`src/rtl/key_led_ctrl_param_if.sv`:
```
// Key/LED bundle between the board pins and the key_led_ctrl_param core.
// The master side drives keys and mode; the slave side drives the LEDs and press pulses.
interface key_led_ctrl_param_if #(
  parameter int unsigned KEY_NUM = 2
);
  logic [KEY_NUM-1:0] key;
  logic [1:0]         mode;
  logic [KEY_NUM-1:0] led;
  logic [KEY_NUM-1:0] key_press;

  modport master (output key, mode, input led, key_press);
  modport slave  (input key, mode, output led, key_press);
endinterface

```
`src/rtl/key_led_ctrl_param.sv`:
```
// Debounced KEY_NUM-key front end that drives KEY_NUM LEDs in momentary,
// toggle, blink or radio-select mode, and exports one pulse per accepted press.
module key_led_ctrl_param #(
  parameter int unsigned KEY_NUM      = 2,
  parameter int unsigned DEBOUNCE_CNT = 1_000_000,
  parameter int unsigned BLINK_CNT    = 25_000_000
) (
  input  logic                sys_clk,
  input  logic                rst,
  key_led_ctrl_param_if.slave bus
);
  localparam int unsigned   CW      = $clog2(DEBOUNCE_CNT);
  localparam int unsigned   BW      = $clog2(BLINK_CNT);
  localparam logic [CW-1:0] DB_LAST = CW'(DEBOUNCE_CNT - 1);
  localparam logic [BW-1:0] BL_LAST = BW'(BLINK_CNT - 1);

  typedef enum logic [1:0] {
    MOMENTARY = 2'b00,
    TOGGLE    = 2'b01,
    BLINK     = 2'b10,
    RADIO     = 2'b11
  } mode_t;

  logic [KEY_NUM-1:0] sync1, sync2, stable, stable_d1;
  logic [CW-1:0]      cnt [KEY_NUM];
  logic [BW-1:0]      blink_cnt, blink_cnt_next;
  logic               phase, phase_next;
  logic [KEY_NUM-1:0] st, st_next, led_next, press, lowest;
  logic [KEY_NUM-1:0] led_state, press_pulse;
  mode_t              cur_mode, mode_d;

  assign cur_mode      = mode_t'(bus.mode);
  assign press         = stable_d1 & ~stable;
  assign bus.led       = led_state;
  assign bus.key_press = press_pulse;

  always_comb begin
    blink_cnt_next = blink_cnt + 1'b1;
    phase_next     = phase;
    if (blink_cnt == BL_LAST) begin
      blink_cnt_next = '0;
      phase_next     = ~phase;
    end
  end

  // The press is acted on combinationally so the LED changes on the same edge as key_press.
  always_comb begin
    lowest = '0;
    for (int unsigned i = 0; i < KEY_NUM; i++)
      if (press[i] && (lowest == '0)) lowest[i] = 1'b1;

    st_next  = st;
    led_next = '0;
    if (cur_mode != mode_d) begin
      st_next = '0;
    end else begin
      case (cur_mode)
        MOMENTARY: led_next = ~stable;
        TOGGLE: begin
          st_next  = st ^ press;
          led_next = st_next;
        end
        BLINK: begin
          st_next  = st ^ press;
          led_next = st_next & {KEY_NUM{phase_next}};
        end
        RADIO: begin
          if (press != '0) st_next = lowest;
          led_next = st_next;
        end
      endcase
    end
  end

  // mode_d resets to MOMENTARY: any clear on the first edge hits an already-zero st.
  always_ff @(posedge sys_clk or negedge rst) begin
    if (!rst) begin
      sync1       <= '1;
      sync2       <= '1;
      stable      <= '1;
      stable_d1   <= '1;
      for (int unsigned i = 0; i < KEY_NUM; i++) cnt[i] <= '0;
      blink_cnt   <= '0;
      phase       <= 1'b0;
      st          <= '0;
      mode_d      <= MOMENTARY;
      led_state   <= '0;
      press_pulse <= '0;
    end else begin
      sync1     <= bus.key;
      sync2     <= sync1;
      stable_d1 <= stable;
      for (int unsigned i = 0; i < KEY_NUM; i++) begin
        if (sync2[i] == stable[i]) begin
          cnt[i] <= '0;
        end else if (cnt[i] == DB_LAST) begin
          stable[i] <= sync2[i];
          cnt[i]    <= '0;
        end else begin
          cnt[i] <= cnt[i] + 1'b1;
        end
      end
      blink_cnt   <= blink_cnt_next;
      phase       <= phase_next;
      st          <= st_next;
      mode_d      <= cur_mode;
      led_state   <= led_next;
      press_pulse <= press;
    end
  end
endmodule

```
`src/flat_wrapper.sv`:
```
// flat-port wrapper written by rule: the top's interface ports become plain ports
module key_led_ctrl_param_flat 
#(
  parameter int unsigned KEY_NUM      = 2,
  parameter int unsigned DEBOUNCE_CNT = 1_000_000,
  parameter int unsigned BLINK_CNT    = 25_000_000
)
  (sys_clk, rst, bus_key, bus_mode, bus_led, bus_key_press);
  key_led_ctrl_param_if #(.KEY_NUM(KEY_NUM)) bus_i ();
  input  logic sys_clk;
  input  logic rst;
  input wire logic [$bits(bus_i.key)-1:0] bus_key;
  input wire logic [$bits(bus_i.mode)-1:0] bus_mode;
  output wire logic [$bits(bus_i.led)-1:0] bus_led;
  output wire logic [$bits(bus_i.key_press)-1:0] bus_key_press;
  assign bus_i.key = bus_key;
  assign bus_i.mode = bus_mode;
  assign bus_led = bus_i.led;
  assign bus_key_press = bus_i.key_press;
  key_led_ctrl_param #(.KEY_NUM(KEY_NUM), .DEBOUNCE_CNT(DEBOUNCE_CNT), .BLINK_CNT(BLINK_CNT)) u_core (.sys_clk(sys_clk), .rst(rst), .bus(bus_i));
endmodule
```
`config.mk`:
```
export PLATFORM = sky130hd
export DESIGN_NAME = key_led_ctrl_param_flat
export DESIGN_NICKNAME = d
export VERILOG_FILES = /design/src/rtl/key_led_ctrl_param_if.sv /design/src/rtl/key_led_ctrl_param.sv /design/src/flat_wrapper.sv
export SDC_FILE = /design/constraint.sdc
export NUM_CORES = 1
export LEC_CHECK = 0
export ABC_CLOCK_PERIOD_IN_PS = 6110
export CORE_MARGIN = 3
export CORE_UTILIZATION = 30
export CTS_CLUSTER_SIZE = 20
export DETAILED_ROUTE_END_ITERATION = 16
export GPL_ROUTABILITY_DRIVEN = 0
export PLACE_DENSITY = 0.49
export SYNTH_ARGS = -nofsm -noshare
export SYNTH_HDL_FRONTEND = slang
export SYNTH_SLANG_ARGS = --single-unit
```
`constraint.sdc`:
```
create_clock -name sys_clk -period 6.11 [get_ports sys_clk]
set_input_delay 1.222 -clock sys_clk [delete_from_list [all_inputs] [get_ports sys_clk]]
set_output_delay 1.222 -clock sys_clk [all_outputs]
set_load 0.05 [all_outputs]
```
# ---- After elaboration in Yosys (flattened, before gate mapping)
# Cells that the tools add are included.
dict set report word_totals {
  regBits 82
  out_inout_bits 4
  input_bits 6
  word_cells 53
}
dict set report op_classes {
  n_reduce_logical 7
  add_sub_neg 3
  bitwise 8
  n_mux 13
  eq_ne 9
}
# op n
set ops {}
lappend ops {{$mux 20} 4}
lappend ops {{$add 20x1->20 const B} 2}
lappend ops {{$eq 20x20->1 const B} 2}
lappend ops {{$add 25x1->25 const B} 1}
lappend ops {{$eq 25x25->1 const B} 1}
lappend ops {{$mux 25} 1}
lappend ops {{$pmux 2 s4} 1}
lappend ops {{$mux 2} 3}
lappend ops {{$and 2x2->2} 2}
lappend ops {{$eq 2x2->1 const B} 2}
lappend ops {{$not 1->1} 4}
lappend ops {{$pmux 2 s2} 1}
lappend ops {{$reduce_and 2->1} 2}
lappend ops {{$mux 1} 3}
lappend ops {{$reduce_bool 3->1} 1}
lappend ops {{$eq 1x1->1} 2}
lappend ops {{$eq 2x1->1 const B} 1}
lappend ops {{$logic_not 2->1} 1}
lappend ops {{$ne 2x2->1} 1}
lappend ops {{$not 2->2} 1}
lappend ops {{$reduce_bool 2->1} 1}
lappend ops {{$reduce_or 2->1} 1}
lappend ops {{$xor 2x2->2} 1}
lappend ops {{$logic_and 1x1->1} 1}

# ---- Depth between registers and ports, before layout
dict set report logic_depth {
  ltp_word 9
  ltp_mapped 8
  mapped_depth_nobuf 6
}

# ---- Least setup slack after synthesis
# Ideal clock, no wire load.
dict set report synth_path {
  path_type {input-to-reg}
  startpoint {input bus_mode[0]}
  endpoint {register u_core.led_state[0], in the netlist u_core.bus.led[0]}
  t_required_ns 6.046
  path_stages 6
  setup_ns 0.064
  path_slack_ns 3.680
  n_path_buf 1
  arrival_ns 2.366
  cell_sequence {clkbuf_1 -> xor2_1 -> nor2_1 -> nand3_1 -> or4_1 -> or3b_1}
}
dict set report synth_between {
  elab_chain_len 3
  elab_cells_between_ends 7
  classes_between {eq/ne (4); mux (2); reduce/logical (1)}
}
# element line
set synth_rtl {}
lappend synth_rtl {{start: declaration} flat_wrapper.sv:13} ;# input wire logic [$bits(bus_i.mode)-1:0] bus_mode;
lappend synth_rtl {{$eq 2x2->1 (tied with other cells)} key_led_ctrl_param.sv:57} ;# case (cur_mode)
lappend synth_rtl {{$pmux 2 s4} key_led_ctrl_param.sv:57}
lappend synth_rtl {{$mux 2 (*)} key_led_ctrl_param.sv:54} ;# if (cur_mode != mode_d) begin
lappend synth_rtl {{net u_core.led_next[0]} key_led_ctrl_param.sv:28} ;# logic [KEY_NUM-1:0] st, st_next, led_next, press, lowest;
lappend synth_rtl {{end signal: assignment} key_led_ctrl_param.sv:107} ;# led_state <= led_next;
lappend synth_rtl {{end: declaration} key_led_ctrl_param.sv:29} ;# logic [KEY_NUM-1:0] led_state, press_pulse;
# Mark *: on every way through the listed nets, which the timed path passes. The rest lies on a longest branch.
# A chain may end at the register's enable or synchronous reset.

# ---- Final worst setup path
# Ends and elaborated chain as after synthesis.

==> flow_summary.json <==
{
  "nets": 400,
  "first_pass_iters": 6,
  "worstMarginPinSlew_ps": 1050,
  "core_um2": 12300,
  "drt-initial-drc-count": 166,
  "grt.met2_usage_pct": 16.5,
  "clk_pin_slew_ps": 60,
  "yosysUniqueCellTypes": 41,
  "fin_crit_sh_pct": 47.2,
  "async_flop_share_pct": 100,
  "start_util_pct": 31.4,
  "drv_slew": 0,
  "cp.required_ps": 6390,
  "clock_latency_ps": 340,
  "status": "completed",
  "fin_setup_tns_ps": 0,
  "synth-seq-cells": 82,
  "synth_area_leaders": "dfrtp_1, xor2_1, nor2_1",
  "grt_busiest_layer": "met2",
  "antenna_found_initial": 0,
  "criticalPathCategory": "input port to register",
  "rsz0062_at_grt": "false",
  "fin_skew_ps": 7.66,
  "num_vias": 2646,
  "hold_path_class": "register to register",
  "grt_max_degree": 69,
  "hold_slack_ps": 353,
  "grt_usage_pct": 11.1,
  "grt_pass1_vias": 2690,
  "num_io_pins": 10,
  "cts_resized": 0,
  "drc": 0,
  "p_total_w": 0.00119,
  "place_area_um2": 4130,
  "met3_usage_pct": 3.04,
  "cts-buffers-inserted": 9,
  "cp-start-kind": "input port",
  "synth_commonest_cells": "dfrtp_1, nor2_1, xor2_1, nand3_1, nand2_1",
  "period_minus_slack_ps": 2890,
  "yosysWarnings": 0,
  "clock_sinks": 82,
  "drt_wl_total_um": 7150,
  "ys.flop_type": "dfrtp_1",
  "hpwl_um": 4720,
  "die_area_um2": 14300,
  "maxCapViolCount": 0,
  "grt.overflow.total": 0,
  "syn_inst": 382,
  "diodes": 0,
  "globalRouteMet1Util_pct": 15.2,
  "end_kind": "register",
  "ctsLongestPathBuffers": 2,
  "ys_seq_area_share_pct": 53.5,
  "setup_viol": 0,
  "synth_edf_count": 0,
  "ant_nets": 0,
  "wire_per_inst_um": 12.7,
  "grt_pass1_wl_um": 12900,
  "die_y_um": 119,
  "postCtsSetupBuffers": 0,
  "fmax_ghz": 0.347,
  "synth.avg_cell_area_um2": 10.1,
  "synth_top_area_share_pct": 48.0,
  "fill_cells": 1248,
  "portBuffers": 9,
  "yosys.area.top_type": "dfrtp_1",
  "p_leak_nw": 1.89,
  "area_delta_synth_final_pct": 15.6,
  "yosysMostFrequentCell": "dfrtp_1",
  "finalHoldViolations": 0,
  "die_x_um": 119,
  "clock-root-buffer": "clkbuf_16",
  "via_per_inst": 4.69,
  "tritoncts": "done",
  "worstPathArrival_ps": 3160,
  "max_slew_margin_pct": 29.1,
  "ir_drop_mv": 0.140,
  "htreeDepth": 3,
  "design_area_um2": 4460,
  "seq_area_um2": 2060,
  "row_count": 40,
  "p_per_area_nw_per_um2": 266,
  "synth_nets": 391,
  "holdBufCountCts": 0,
  "path_max_fanout": 18,
  "drive_gt1_share_pct": 8.59,
  "syn_area_um2": 3860,
  "multiInputGateArea_um2": 1730
}
layout by cell type (no fill, tap or decap), types with 2 or more instances in the layout:
| cell | n |
|---|---|
| nor2b_1 | 3 |
| nand4b_1 | 3 |
| dfrtp_1 | 74 |
| buf_4 | 4 |
| clkbuf_16 | 9 |
| or2_2 | 2 |
| a21oi_1 | 4 |
| o21ai_0 | 6 |
| clkdlybuf4s50_1 | 8 |
| bufinv_16 | 2 |
| inv_1 | 5 |
| and2_1 | 2 |
| and3_1 | 9 |
| xnor2_1 | 22 |
| nor4_1 | 8 |
| nand2_1 | 25 |
| mux2_2 | 3 |
| dfstp_2 | 8 |
| xor2_1 | 40 |
| nand4_1 | 12 |
| nor3_1 | 9 |
| nor4b_1 | 3 |
| or4_1 | 2 |
| nand3_1 | 38 |
| and4_1 | 7 |
| nor2_1 | 64 |
| clkbuf_8 | 2 |
| ha_1 | 3 |
critical path: stages:
cell and delay (ps):
clkdlybuf4s50_1 710, xor2_1 290, nor2_1 240, nand3_1 130
or4_1 410, or3b_1 170
path summary, 6_finish.rpt:
path,slack (ps),to,from,cells after the start
min,350,u_core.sync2[0],u_core.sync1[0],0
max in group asynchronous,4270,u_core.phase,rst,2
min in group asynchronous,730,u_core.cnt[23],rst,1
max reg2reg,3650,u_core.bus.led[0],u_core.blink_cnt[0],6
min reg2reg,350,u_core.sync2[0],u_core.sync1[0],0
max,3220,u_core.bus.led[0],bus_mode[0],6
per-layer routing:
metal	routed length, um	vias up	part of all wire, %
met1	3640	1270	51
met4	152	0	2.1
met5	0	-	0
li1	-	1340	-
met3	202	13	2.8
met2	3160	23	44
kinds of logic after synthesis:
kind of cell | synth area share [%]
and+or+nand+nor | 25.5
DFF | 53.5
xor gates and xnor gates | 14.1
buffers and inverters | 1.91
AOI/OAI and AO/OA | 3.15
muxes | 0.876
adders and majority gates | 0.973
state kept, by name (all words and copies together) (netlist names):
name	flops
u_core.sync1	2
u_core.mode_d	2
u_core.cnt	40
u_core.sync2	2
u_core.stable_d1	2
u_core.st	2
u_core.bus.key_press	2
u_core.phase	1
u_core.bus.led	2
u_core.stable	2
u_core.blink_cnt	25
stage by stage:
stage / instances / worst slack (ps) / utilization [%]
global placement: 548 / 2900 / 33.7
finish: 564 / 3220 / 36.4
CTS: 564 / 3230 / 36.4
global route: 564 / 3080 / 36.4
detailed placement: 548 / 2880 / 33.7
floorplan: 382 / 3680 / -
cell type report:
class | count | area share, %
Multi-Input combinational cell | 281 | 38.7
Tap cell | 168 | 4.72
Timing Repair Buffer | 12 | 2.47
Clock buffer | 12 | 5.75
Sequential cell | 82 | 46.3
Clock inverter | 4 | 1.66
Inverter | 5 | 0.421
report_power, final:
part | switching [W] | internal [W] | total [W]
registers | 0.00000540 | 0.000550 | 0.000556
clock network | 0.000215 | 0.000380 | 0.000595
logic | 0.0000259 | 0.0000111 | 0.0000369
Note: power is estimated with default switching activity, not from simulation.
